[src/rtl/rv32c_compress_packer.sv]
// Compresses eligible RV32I instructions to 16-bit RVC parcels and packs the parcel stream
// little-endian into 32-bit words. Define RV32C_PACK_STATS_EN to add saturating counters.
module rv32c_compress_packer #(
    parameter int unsigned COMPRESS = 1
`ifdef RV32C_PACK_STATS_EN
    ,
    parameter int unsigned CNT_W = 16
`endif
) (
    input  logic        clk,
    input  logic        reset,
    input  logic        in_valid,
    output logic        in_ready,
    input  logic [31:0] in_instr,
    input  logic        in_last,
    output logic        out_valid,
    input  logic        out_ready,
    output logic [31:0] out_word,
    output logic        out_last,
    output logic        pending
`ifdef RV32C_PACK_STATS_EN
    ,
    output logic [CNT_W-1:0] stat_total,
    output logic [CNT_W-1:0] stat_compressed
`endif
);

    localparam bit COMPRESS_EN = (COMPRESS != 0);

    typedef enum logic [1:0] {
        ST_EMPTY = 2'd0,
        ST_HALF  = 2'd1,
        ST_PAD   = 2'd2
    } state_e;

    state_e      state_q, state_d;
    logic [15:0] hold_q, hold_d;
    logic        out_valid_q, out_valid_d;
    logic [31:0] out_word_q, out_word_d;
    logic        out_last_q, out_last_d;
    logic        pending_q;

    logic        out_stall;
    logic        in_accept;

    // Instruction field extraction
    logic [6:0]  opcode;
    logic [4:0]  rd, rs1, rs2;
    logic [2:0]  funct3;
    logic [6:0]  funct7;
    logic [11:0] imm_i, imm_s;
    logic        imm_i_6bit;
    logic        rvc_match;
    logic [15:0] rvc_parcel;
    logic        is_c;

    assign opcode = in_instr[6:0];
    assign rd     = in_instr[11:7];
    assign funct3 = in_instr[14:12];
    assign rs1    = in_instr[19:15];
    assign rs2    = in_instr[24:20];
    assign funct7 = in_instr[31:25];
    assign imm_i  = in_instr[31:20];
    assign imm_s  = {in_instr[31:25], in_instr[11:7]};

    // imm fits the signed 6-bit RVC range [-32,31] when bits 11..5 are a pure sign extension
    assign imm_i_6bit = (imm_i[11:5] == 7'h00) || (imm_i[11:5] == 7'h7F);

    always_comb begin
        rvc_match  = 1'b0;
        rvc_parcel = 16'h0000;
        if (opcode == 7'b0010011 && funct3 == 3'b000) begin
            if (rd == 5'd0 && rs1 == 5'd0 && imm_i == 12'd0) begin
                rvc_match  = 1'b1;
                rvc_parcel = 16'h0001;
            end else if (rd != 5'd0 && rs1 == rd && imm_i != 12'd0 && imm_i_6bit) begin
                rvc_match  = 1'b1;
                rvc_parcel = {3'b000, imm_i[5], rd, imm_i[4:0], 2'b01};
            end else if (rd != 5'd0 && rs1 == 5'd0 && imm_i_6bit) begin
                rvc_match  = 1'b1;
                rvc_parcel = {3'b010, imm_i[5], rd, imm_i[4:0], 2'b01};
            end
        end else if (opcode == 7'b0110011 && funct3 == 3'b000 && funct7 == 7'd0 &&
                     rd != 5'd0 && rs2 != 5'd0) begin
            if (rs1 == 5'd0) begin
                rvc_match  = 1'b1;
                rvc_parcel = {4'b1000, rd, rs2, 2'b10};
            end else if (rs1 == rd) begin
                rvc_match  = 1'b1;
                rvc_parcel = {4'b1001, rd, rs2, 2'b10};
            end
        end else if (opcode == 7'b0000011 && funct3 == 3'b010 && rd[4:3] == 2'b01 &&
                     rs1[4:3] == 2'b01 && imm_i[1:0] == 2'b00 && imm_i[11:7] == 5'd0) begin
            rvc_match  = 1'b1;
            rvc_parcel = {3'b010, imm_i[5:3], rs1[2:0], imm_i[2], imm_i[6], rd[2:0], 2'b00};
        end else if (opcode == 7'b0100011 && funct3 == 3'b010 && rs2[4:3] == 2'b01 &&
                     rs1[4:3] == 2'b01 && imm_s[1:0] == 2'b00 && imm_s[11:7] == 5'd0) begin
            rvc_match  = 1'b1;
            rvc_parcel = {3'b110, imm_s[5:3], rs1[2:0], imm_s[2], imm_s[6], rs2[2:0], 2'b00};
        end
    end

    assign is_c      = COMPRESS_EN && rvc_match;
    assign out_stall = out_valid_q && !out_ready;
    assign in_ready  = !out_stall && (state_q != ST_PAD);
    assign in_accept = in_valid && in_ready;

    // Next-state and output-stage logic
    always_comb begin
        state_d     = state_q;
        hold_d      = hold_q;
        out_valid_d = out_valid_q && !out_ready;
        out_word_d  = out_word_q;
        out_last_d  = out_last_q;
        case (state_q)
            ST_EMPTY: begin
                if (in_accept) begin
                    if (is_c) begin
                        hold_d  = rvc_parcel;
                        state_d = in_last ? ST_PAD : ST_HALF;
                    end else begin
                        out_valid_d = 1'b1;
                        out_word_d  = in_instr;
                        out_last_d  = in_last;
                    end
                end
            end
            ST_HALF: begin
                if (in_accept) begin
                    out_valid_d = 1'b1;
                    if (is_c) begin
                        out_word_d = {rvc_parcel, hold_q};
                        out_last_d = in_last;
                        state_d    = ST_EMPTY;
                    end else begin
                        out_word_d = {in_instr[15:0], hold_q};
                        out_last_d = 1'b0;
                        hold_d     = in_instr[31:16];
                        state_d    = in_last ? ST_PAD : ST_HALF;
                    end
                end
            end
            ST_PAD: begin
                if (!out_stall) begin
                    out_valid_d = 1'b1;
                    out_word_d  = {16'h0001, hold_q};
                    out_last_d  = 1'b1;
                    state_d     = ST_EMPTY;
                end
            end
            default: state_d = ST_EMPTY;
        endcase
    end

    always_ff @(posedge clk) begin
        if (reset) begin
            state_q     <= ST_EMPTY;
            hold_q      <= 16'h0000;
            out_valid_q <= 1'b0;
            out_word_q  <= 32'h0000_0000;
            out_last_q  <= 1'b0;
            pending_q   <= 1'b0;
        end else begin
            state_q     <= state_d;
            hold_q      <= hold_d;
            out_valid_q <= out_valid_d;
            out_word_q  <= out_word_d;
            out_last_q  <= out_last_d;
            pending_q   <= (state_d != ST_EMPTY);
        end
    end

    assign out_valid = out_valid_q;
    assign out_word  = out_word_q;
    assign out_last  = out_last_q;
    assign pending   = pending_q;

`ifdef RV32C_PACK_STATS_EN
    logic [CNT_W-1:0] total_q, comp_q;

    // Saturating counters of accepted and compressed instructions
    always_ff @(posedge clk) begin
        if (reset) begin
            total_q <= '0;
            comp_q  <= '0;
        end else if (in_accept) begin
            if (total_q != '1) total_q <= total_q + CNT_W'(1);
            if (is_c && comp_q != '1) comp_q <= comp_q + CNT_W'(1);
        end
    end

    assign stat_total      = total_q;
    assign stat_compressed = comp_q;
`endif

endmodule

[config.mk]
export PLATFORM = sky130hd
export DESIGN_NAME = rv32c_compress_packer
export DESIGN_NICKNAME = d
export VERILOG_FILES = /design/src/rtl/rv32c_compress_packer.sv
export SDC_FILE = /design/constraint.sdc
export NUM_CORES = 1
export LEC_CHECK = 0
export ABC_AREA = 1
export BUFFER_PORTS_ARGS = -buffer_cell sky130_fd_sc_hd__clkbuf_2
export CORE_ASPECT_RATIO = 0.8
export CORE_MARGIN = 5
export CORE_UTILIZATION = 40
export CTS_BUF_LIST = sky130_fd_sc_hd__clkbuf_8
export DETAILED_ROUTE_END_ITERATION = 6
export PLACE_DENSITY_LB_ADDON = 0.2
export SYNTH_ARGS = -nofsm -noshare
export SYNTH_HDL_FRONTEND = slang
export SYNTH_SLANG_ARGS = --single-unit
[constraint.sdc]
create_clock -name clk -period 2.7 [get_ports clk]
set_input_delay 0.405 -clock clk [delete_from_list [all_inputs] [get_ports clk]]
set_output_delay 0.405 -clock clk [all_outputs]
set_load 0.03 [all_outputs]
==> metrics.txt, run 1 <==
CP cell instances=inv_1 > ha_1 > inv_1 > a221oi_1 > nand2_4 > inv_4 > o21ai_1 > nor2_1 > nor2_1; peak supply drop=about 0.46 mV; post-synthesis sequential area ratio=0.280; Crit Reg-Reg Endpoint=out_word[27]; worst r2r src=state_q[1]; share of layout cells above drive strength 1=0.195; Layout area overhead=14.0%; drt first-iter violations=334; slowest CP cell=ha_1; routability cong.=~1; RSZ-0062 raised after global routing=false; r2r setup slk=360 ps; Bufs on Longest Clock Path=2; most frequent cells in the layout=138 x nand2_1, 88 x nor2_1, 72 x clkbuf_2; Die Y-Extent=97.0 um; CTS H-tree lvls=2; Via density=approximately 5.4; WL per Instance=about 18 um; Detail Route Antenna Nets=0; Setup Crit Path Kind=reg2reg; critical path data arrival time=2550 ps; vias in the first global route=roughly 4000; worst rel slew slack=0.668; CP Capture Type=flop; post-synth cell types=41; slowest stage delay, CP=about 440 ps; CTS tree=yes; syn_nets=649; Hold Vio Cnt, Final=0; Ports=73; initial antenna violation count=0; Cells after Synth=608; drt pass-1 iters=5; Cell Area, Synth=roughly 0.0038 sq mm; worst-margin pin slew=498 ps; status=complete, no violations; vias post-DR=4269; Worst Skew=4.10 ps; MaxCap Viol Count=0; Worst path depth=9; Hold Slack=252 ps; CP Capture Point=out_word[27]; setup TNS=0 ps; WL final=around 14 mm; placed cell area=between 0.004 and 0.005 sq mm; top post-synthesis cells by area=dfxtp_1 28%, nand2_1 14%, nor2_1 8.7%, a21oi_1 8.2%, nand3_1 7.7%; DRC viols=0; commonest non-fill, non-tap cell in the layout=nand2_1; Worst path top cell family by delay=compound AO/OA/AOI/OAI gates; synthesis warning total=0; WP data required=2910 ps; cts bufs inserted=5; Startpoint Class=flop; Die X-Extent=between 100 and 150 um; Leak=2.06 nW; I/O Buffers=72; cell area after layout=0.00432 sq mm; Final #Nets=713; minimum clock period=around 2300 ps; Slew Viols, Final=0; cts repair resizes=0; Clock Sinks=53; GR Overflow Total=0; full die area=about 0.012 sq mm; CP startpoint=state_q[1]; CORE AREA=0.00915 sq mm; Worst-path clk slew=around 100 ps; setup bufs post-CTS=0; syn_area_per_cell=roughly 6.2 sq um; Hold WC Path Type=in2reg; Post-synth EDFFs=0; largest net degree at the start of global routing=52; Synth Register Bits=53; Final HPWL DP=10.8 mm; diodes inserted=0; # hold bufs at CTS=0; period utilisation layout=0.867; first-pass GRT wire length=22.2 mm; Rows=31; R2R depth=9; Finish-stage setup viols=0; Main synth FF type=dfxtp_1; share of Yosys cell area claimed by the top area cell type=0.280; fraction of registers with async set/reset=0; fmax=0.427 GHz; Worst-Skew Late Latency=roughly 320 ps; Initial Utilization=0.414; Worst Path Buf+Inv=3; CP max FO=23; Root Driver=clkbuf_8; total track usage=0.242; Synth area leader=dfxtp_1; pwr dens=between 800 and 900 mW/mm^2
==> power breakdown <==
| group | internal (W) | switching, W | leakage, nW |
|---|---|---|---|
| combinational | 0.000599 | 0.00154 | 1.58 |
| clock | 0.000180 | 0.000277 | 0.0416 |
| sequential | 0.00104 | 0.000137 | 0.436 |
==> metrics by stage <==
stage,utilization,worst slack (ps),power (W),instances
after detailed placement,0.462,143,0.00331,780
final,0.472,360,0.00377,788
after global routing,0.472,152,0.00402,788
after CTS,0.472,373,0.00377,788
after floorplan,-,170,0.00270,608
after global placement,0.462,214,0.00331,780
==> logic make-up (layout without fill, tap and decap cells) <==
| logic type | count (synthesis) | count (layout) | synth area share |
|---|---|---|---|
| XOR/XNOR | 1 | 1 | 0.00231 |
| multiplexers | 9 | 9 | 0.0238 |
| flip-flops | 53 | 53 | 0.280 |
| adder cells (fa/ha/maj) | 4 | 4 | 0.0132 |
| AO/OA/AOI/OAI | 130 | 130 | 0.183 |
| AND/OR/NAND/NOR | 327 | 327 | 0.390 |
| buffers and inverters | 84 | 149 | 0.108 |
==> routing by layer <==
layer | up-vias | GRT usage | part of all wire
li1 | 2111 | - | -
met1 | 1962 | 0.368 | 0.49
met2 | 179 | 0.353 | 0.42
met3 | 17 | 0.0443 | 0.071
met4 | 0 | 0.0499 | 0.012
met5 | - | 0 | 0
==> cell usage after synthesis (7+ instances only) <==
cell type,n
a21oi_1,62
buf_6,9
clkbuf_1,12
dfxtp_1,53
inv_1,48
mux2i_1,9
nand2_1,138
nand2_2,7
nand3_1,58
nor2_1,88
o21ai_0,35
o21ai_1,20
==> how the worst min path moves through the flow <==
stage,start,end,cells past startpoint
after floorplan,hold_q[0],hold_q[0],2
after global placement,hold_q[5],hold_q[5],2
after detailed placement,hold_q[8],hold_q[8],2
after CTS,reset,hold_q[13],2
after global routing,reset,hold_q[13],2
final,reset,hold_q[13],2
==> registers in the layout, indices dropped and copies added, names as in the netlist <==
signal / count
out_word: 32
hold_q: 16
out_last: 1
out_valid: 1
state_q: 2
pending: 1
==> layout make-up <==
| class | instances | area, sq um |
|---|---|---|
| fill | 1017 | 4840 |
| clock inverter | 3 | 18.8 |
| sequential | 53 | 1060 |
| multi-input combinational | 471 | 2320 |
| inverter | 53 | 201 |
| timing repair buffer | 88 | 505 |
| tap | 115 | 144 |
| clock buffer | 5 | 68.8 |
Note: power is estimated with default switching activity, not from simulation.
==> run 2: changes to the inputs <==
- ABC_AREA: 1 -> not set
- RECOVER_POWER: not set -> 100
==> metrics.txt, run 2 <==
Clock Sinks=53 (unchanged); Hold Slack=415 ps (+163 ps); Detail Route Antenna Nets=0 (unchanged); most frequent cells in the layout=60 x nor2_1, 58 x buf_4, 55 x nand2_1; Crit Reg-Reg Endpoint=out_word[25]; Bufs on Longest Clock Path=2 (unchanged); full die area=0.0106 sq mm (-7.7%); CTS tree=yes; Hold Vio Cnt, Final=0 (unchanged); max FFs per register=32 (unchanged); first-pass GRT wire length=20.4 mm (-8.2%); MaxCap Viol Count=0 (unchanged); WL final=13.1 mm (-8.5%); vias in the first global route=3628 (-8.4%); Hold WC Path Type=in2reg; Worst Skew=18.6 ps (+14.5 ps); top post-synthesis cells by area=dfxtp_1 31%, nor2_1 6.5%, nand2_1 6.0%, a21oi_1 5.9%, a211oi_1 4.8%; Final HPWL DP=10.3 mm (-4.4%); CP max FO=13 (-43%); total track usage=0.246 (+0.00406); Die Y-Extent=93.2 um (-3.9%); CORE AREA=0.00848 sq mm (-7.3%); Via density=5.71 (+5.4%); Post-synth top cells=60 x nor2_1, 55 x nand2_1, 53 x dfxtp_1, 41 x a21oi_1; Post-synth EDFFs=0 (unchanged); WL per Instance=19.1 um (+5.4%); CP Capture Type=flop; post-synth cell types=71 (+73%); # hold bufs at CTS=0 (unchanged); r2r setup slk=260 ps (-100 ps); Rows=30 (-3.2%); DRC viols=0 (unchanged); RSZ-0062 raised after global routing=false; worst hold path depth=3 (+1); Final Core Density=0.512 (+0.0402); diodes inserted=0 (unchanged); Die X-Extent=114 um (-4.0%); syn_nets=503 (-22%); fraction of registers with async set/reset=0 (unchanged); status=complete, no violations; worst r2r src=state_q[0]; most frequent cell after synthesis=nor2_1; drt pass-1 iters=5 (unchanged); Final #Nets=612 (-14%); pwr dens=729 mW/mm^2 (-17%); Leak=1.65 nW (-20%); routability cong.=0.968 (-2.1%); Cells after Synth=462 (-24%); Synth Register Bits=53 (unchanged); hold endpoint=out_valid; worst-margin pin slew=768 ps (+271 ps); initial antenna violation count=0 (unchanged); post-synthesis sequential area ratio=0.306 (+0.0261); CTS H-tree lvls=2 (unchanged); Startpoint Class=primary input; minimum clock period=2540 ps (+199 ps); Ports=73 (unchanged); Setup Crit Path Kind=in2reg; vias post-DR=3906 (-8.5%); Finish-stage setup viols=0 (unchanged); hold wc startpoint=in_valid; Worst-path clk slew=110 ps (about the same); GR Overflow Total=0 (unchanged); period utilisation layout=0.940 (+0.0736); largest net degree at the start of global routing=53 (+1.9%); peak supply drop=0.366 mV (-20%); Cell Area, Synth=0.00346 sq mm (-8.5%); Worst-Skew Late Latency=320 ps (about the same); Slew Viols, Final=0 (unchanged); syn_area_per_cell=7.50 sq um (+20%); cts bufs inserted=5 (unchanged); worst rel slew slack=0.482 (-0.186); critical path data arrival time=2710 ps (+160 ps); drt first-iter violations=288 (-14%); CP startpoint=in_instr[20]; I/O Buffers=72 (unchanged); setup bufs post-CTS=0 (unchanged); Synth area leader=dfxtp_1; Root Driver=clkbuf_8; synthesis warning total=0 (unchanged); share of layout cells above drive strength 1=0.217 (+0.0221); commonest non-fill, non-tap cell in the layout=nor2_1; Initial Utilization=0.408 (-0.00534); Main synth FF type=dfxtp_1; fmax=0.394 GHz (-7.8%); share of Yosys cell area claimed by the top area cell type=0.306 (+0.0261); R2R depth=10 (+1); WP data required=2870 ps (-40 ps); Layout area overhead=25.4%
-- run 2: cell types whose count changed after synthesis, sizes merged, moves of 25 or more --
cell,change
nor2,-34
nand3,-54
nand2,-93
inv,-40
a211oi,+25
o21ai,-35
-- run 2: kinds of logic (layout without fill, tap and decap cells) --
group                    count (synthesis)  count (layout)  synth area share
AO/OA/AOI/OAI                          149             149             0.298
XOR/XNOR                                 5               5            0.0126
adder cells (fa/ha/maj)                  4               4            0.0144
buffers and inverters                   46             156            0.0571
flip-flops                              53              53             0.306
multiplexers                             6               6            0.0199
AND/OR/NAND/NOR                        199             199             0.291
-- run 2: metrics by stage --
| stage | area, sq um | setup WS, ps | TNS [ps] | std cells | power [W] |
|---|---|---|---|---|---|
| 2_1_floorplan | 3460 | 49.3 | 0 | 462 | 0.00220 |
| 3_3_place_gp | 4310 | -115 | -318 | 676 | 0.00274 |
| 3_5_place_dp | 4310 | -76.7 | -476 | 676 | 0.00277 |
| 4_1_cts | 4400 | 202 | 0 | 684 | 0.00323 |
| 5_1_grt | 4340 | 74.4 | 0 | 684 | 0.00338 |
| 6_report | 4340 | 161 | 0 | 684 | 0.00317 |
-- run 2: power by group --
group | leakage (nW) | internal (W) | switching (W)
logic | 1.17 | 0.000530 | 0.00111
registers | 0.435 | 0.000970 | 0.0000947
clock network | 0.0497 | 0.000182 | 0.000285
-- run 2: routing by layer --
metal  part of all wire  up-vias  track usage
met3              0.067       17       0.0310
met1               0.49     1836        0.371
met2               0.42      149        0.374
met4              0.015        0       0.0495
met5                  0        -            0
li1                   -     1904            -
-- run 2: critical path, cell delays in order --
cell	delay, ps
clkbuf_2	100
or4_4	550
nor2_4	170
nand3_1	100
a211o_2	370
nand3_2	160
mux2_1	550
o211ai_1	200
a21oi_1	90
-- run 2: timing repair --
action                     4_1_cts  5_1_grt
setup endpoints to repair        0        3
hold endpoints to repair         0        0
resized for setup                0        2
-- run 2: how the worst max path moves through the flow --
stage,endpoint,slack (ps),cells past startpoint
6_report,hold_q[5],160,9
5_1_grt,out_word[31],70,10
4_1_cts,out_word[25],200,10
3_5_place_dp,out_word[25],-80,12
3_3_place_gp,out_word[22],-120,10
2_1_floorplan,hold_q[9],50,9
-- run 2: layout make-up --
| cell class | instances | area, sq um |
|---|---|---|
| sequential | 53 | 1060 |
| multi-input combinational | 363 | 2220 |
| clock buffer | 5 | 68.8 |
| inverter | 13 | 48.8 |
| tap | 112 | 140 |
| timing repair buffer | 135 | 791 |
| fill | 917 | 4140 |
| clock inverter | 3 | 17.5 |
==> run 3: changes to the inputs <==
- PLACE_DENSITY: not set -> 0.59
- PLACE_DENSITY_LB_ADDON: 0.2 -> not set
==> metrics.txt, run 3 (synthesis gave the netlist of run 2 again) <==
Ports=73 (unchanged); Die Y-Extent=93.2 um (unchanged); Layout area overhead=27.1%; Root Driver=clkbuf_8; Via density=5.70 (-0.10%); met2 WL post-DR=5.73 mm (+3.7%); critical path data arrival time=2850 ps (+140 ps); Hold WC Path Type=in2reg; Initial Utilization=0.408 (unchanged); full die area=0.0106 sq mm (unchanged); drt pass-1 iters=5 (unchanged); # hold bufs at CTS=0 (unchanged); Final #Nets=619 (+1.1%); Worst-path clk slew=110 ps (about the same); worst rel slew slack=0.548 (+0.0658); Die X-Extent=114 um (unchanged); I/O Buffers=72 (unchanged); metal3 WL=1.06 mm (+20%); placed insts=683 (+1.0%); placed cell area=0.00437 sq mm (+1.2%); Setup Crit Path Kind=in2reg; Final HPWL DP=10.5 mm (+1.4%); fmax=0.385 GHz (-2.2%); status=complete, no violations; Rows=30 (unchanged); Bufs on Longest Clock Path=2 (unchanged); commonest non-fill, non-tap cell in the layout=buf_4; vias in the first global route=3747 (+3.3%); WL per Instance=19.2 um (+0.59%); drt first-iter violations=364 (+26%); uppermost layer routed=met4; DRC viols=0 (unchanged); MaxCap Viol Count=0 (unchanged); Clock Sinks=53 (unchanged); routability cong.=0.904 (-6.6%); most frequent cells in the layout=63 x buf_4, 60 x nor2_1, 55 x nand2_1; met1 wire length=6.37 mm (-1.4%); total track usage=0.249 (+0.00293); Finished Layout Cells=691 (+1.0%); R2R depth=11 (+1); Leak=1.69 nW (+2.1%); Slew Viols, Final=0 (unchanged); RSZ-0062 raised after global routing=false; CP max FO=5 (-8); first-pass GRT wire length=20.7 mm (+1.5%); GR Overflow Total=0 (unchanged); worst-margin pin slew=674 ps (-94.6 ps); initial antenna violation count=0 (unchanged); Worst-Skew Late Latency=320 ps (about the same); max FFs per register=32 (unchanged); CTS tree=yes; Place WS=-63.9 ps (+12.8 ps); Detail Route Antenna Nets=0 (unchanged); minimum clock period=2590 ps (+55.8 ps); peak supply drop=0.326 mV (-11%); CORE AREA=0.00848 sq mm (unchanged); diodes inserted=0 (unchanged); Tot Pwr=0.00327 W (+3.3%); WL final=13.3 mm (+1.6%); share of layout cells above drive strength 1=0.226 (+0.00947); pwr dens=744 mW/mm^2 (+1.9%); vias post-DR=3942 (+0.92%); Worst Skew=8.85 ps (-9.73 ps); final setup margin=105 ps (-55.8 ps); CP Capture Type=flop; Finish-stage setup viols=0 (unchanged); CTS H-tree lvls=2 (unchanged); cts bufs inserted=5 (unchanged); WP data required=2960 ps (+90 ps); Hold Vio Cnt, Final=0 (unchanged); Startpoint Class=primary input; period utilisation layout=0.961 (+0.0207); worst hold path depth=3 (unchanged); cell area after layout=0.00440 sq mm (+1.4%); largest net degree at the start of global routing=53 (unchanged)
run 3: report_power, final:
part           internal, W  total (W)  leakage [nW]  switching, W
clock             0.000279   0.000596        0.0585      0.000317
combinational     0.000518    0.00161          1.19       0.00109
sequential        0.000970    0.00107         0.435     0.0000980
run 3: final cells by class:
type,count,area (sq um)
tap,112,140
timing repair buffer,142,837
fill,893,4080
sequential,53,1060
clock buffer,5,68.8
multi-input combinational,363,2200
inverter,13,48.8
clock inverter,3,43.8
run 3: worst max-delay path: stages:
cell,delay [ps]
clkbuf_1,100
or4_1,580
nor2_4,180
nor4_1,90
buf_4,140
a211oi_1,590
nand3_1,200
o22ai_1,160
clkbuf_1,210
mux2i_1,100
nor2_1,90
run 3: through the flow:
stage               hold WS [ps]  TNS, ps   util
finish                       416        0  0.519
global route                 427        0  0.519
CTS                          412        0  0.528
detailed placement           446     -249  0.515
global placement             440     -886  0.515
floorplan                    432        0      -
run 3: worst paths after layout:
| path | from | slack, ps | end |
|---|---|---|---|
| max | in_instr[20] | 110 | out_word[29] |
| min | in_valid | 420 | out_valid |
| max reg2reg | state_q[0] | 270 | out_last |
| min reg2reg | hold_q[2] | 460 | hold_q[2] |
run 3: repair_timing:
action | CTS | global route
endpoints found under the setup margin | 0 | 2
resized for setup | 0 | 1
buffers inserted | 0 | 0
run 3: per-layer routing:
metal / GRT usage / vias up
met5: 0 / -
met4: 0.0445 / 0
met3: 0.0298 / 8
met2: 0.386 / 176
met1: 0.373 / 1843
li1: - / 1915
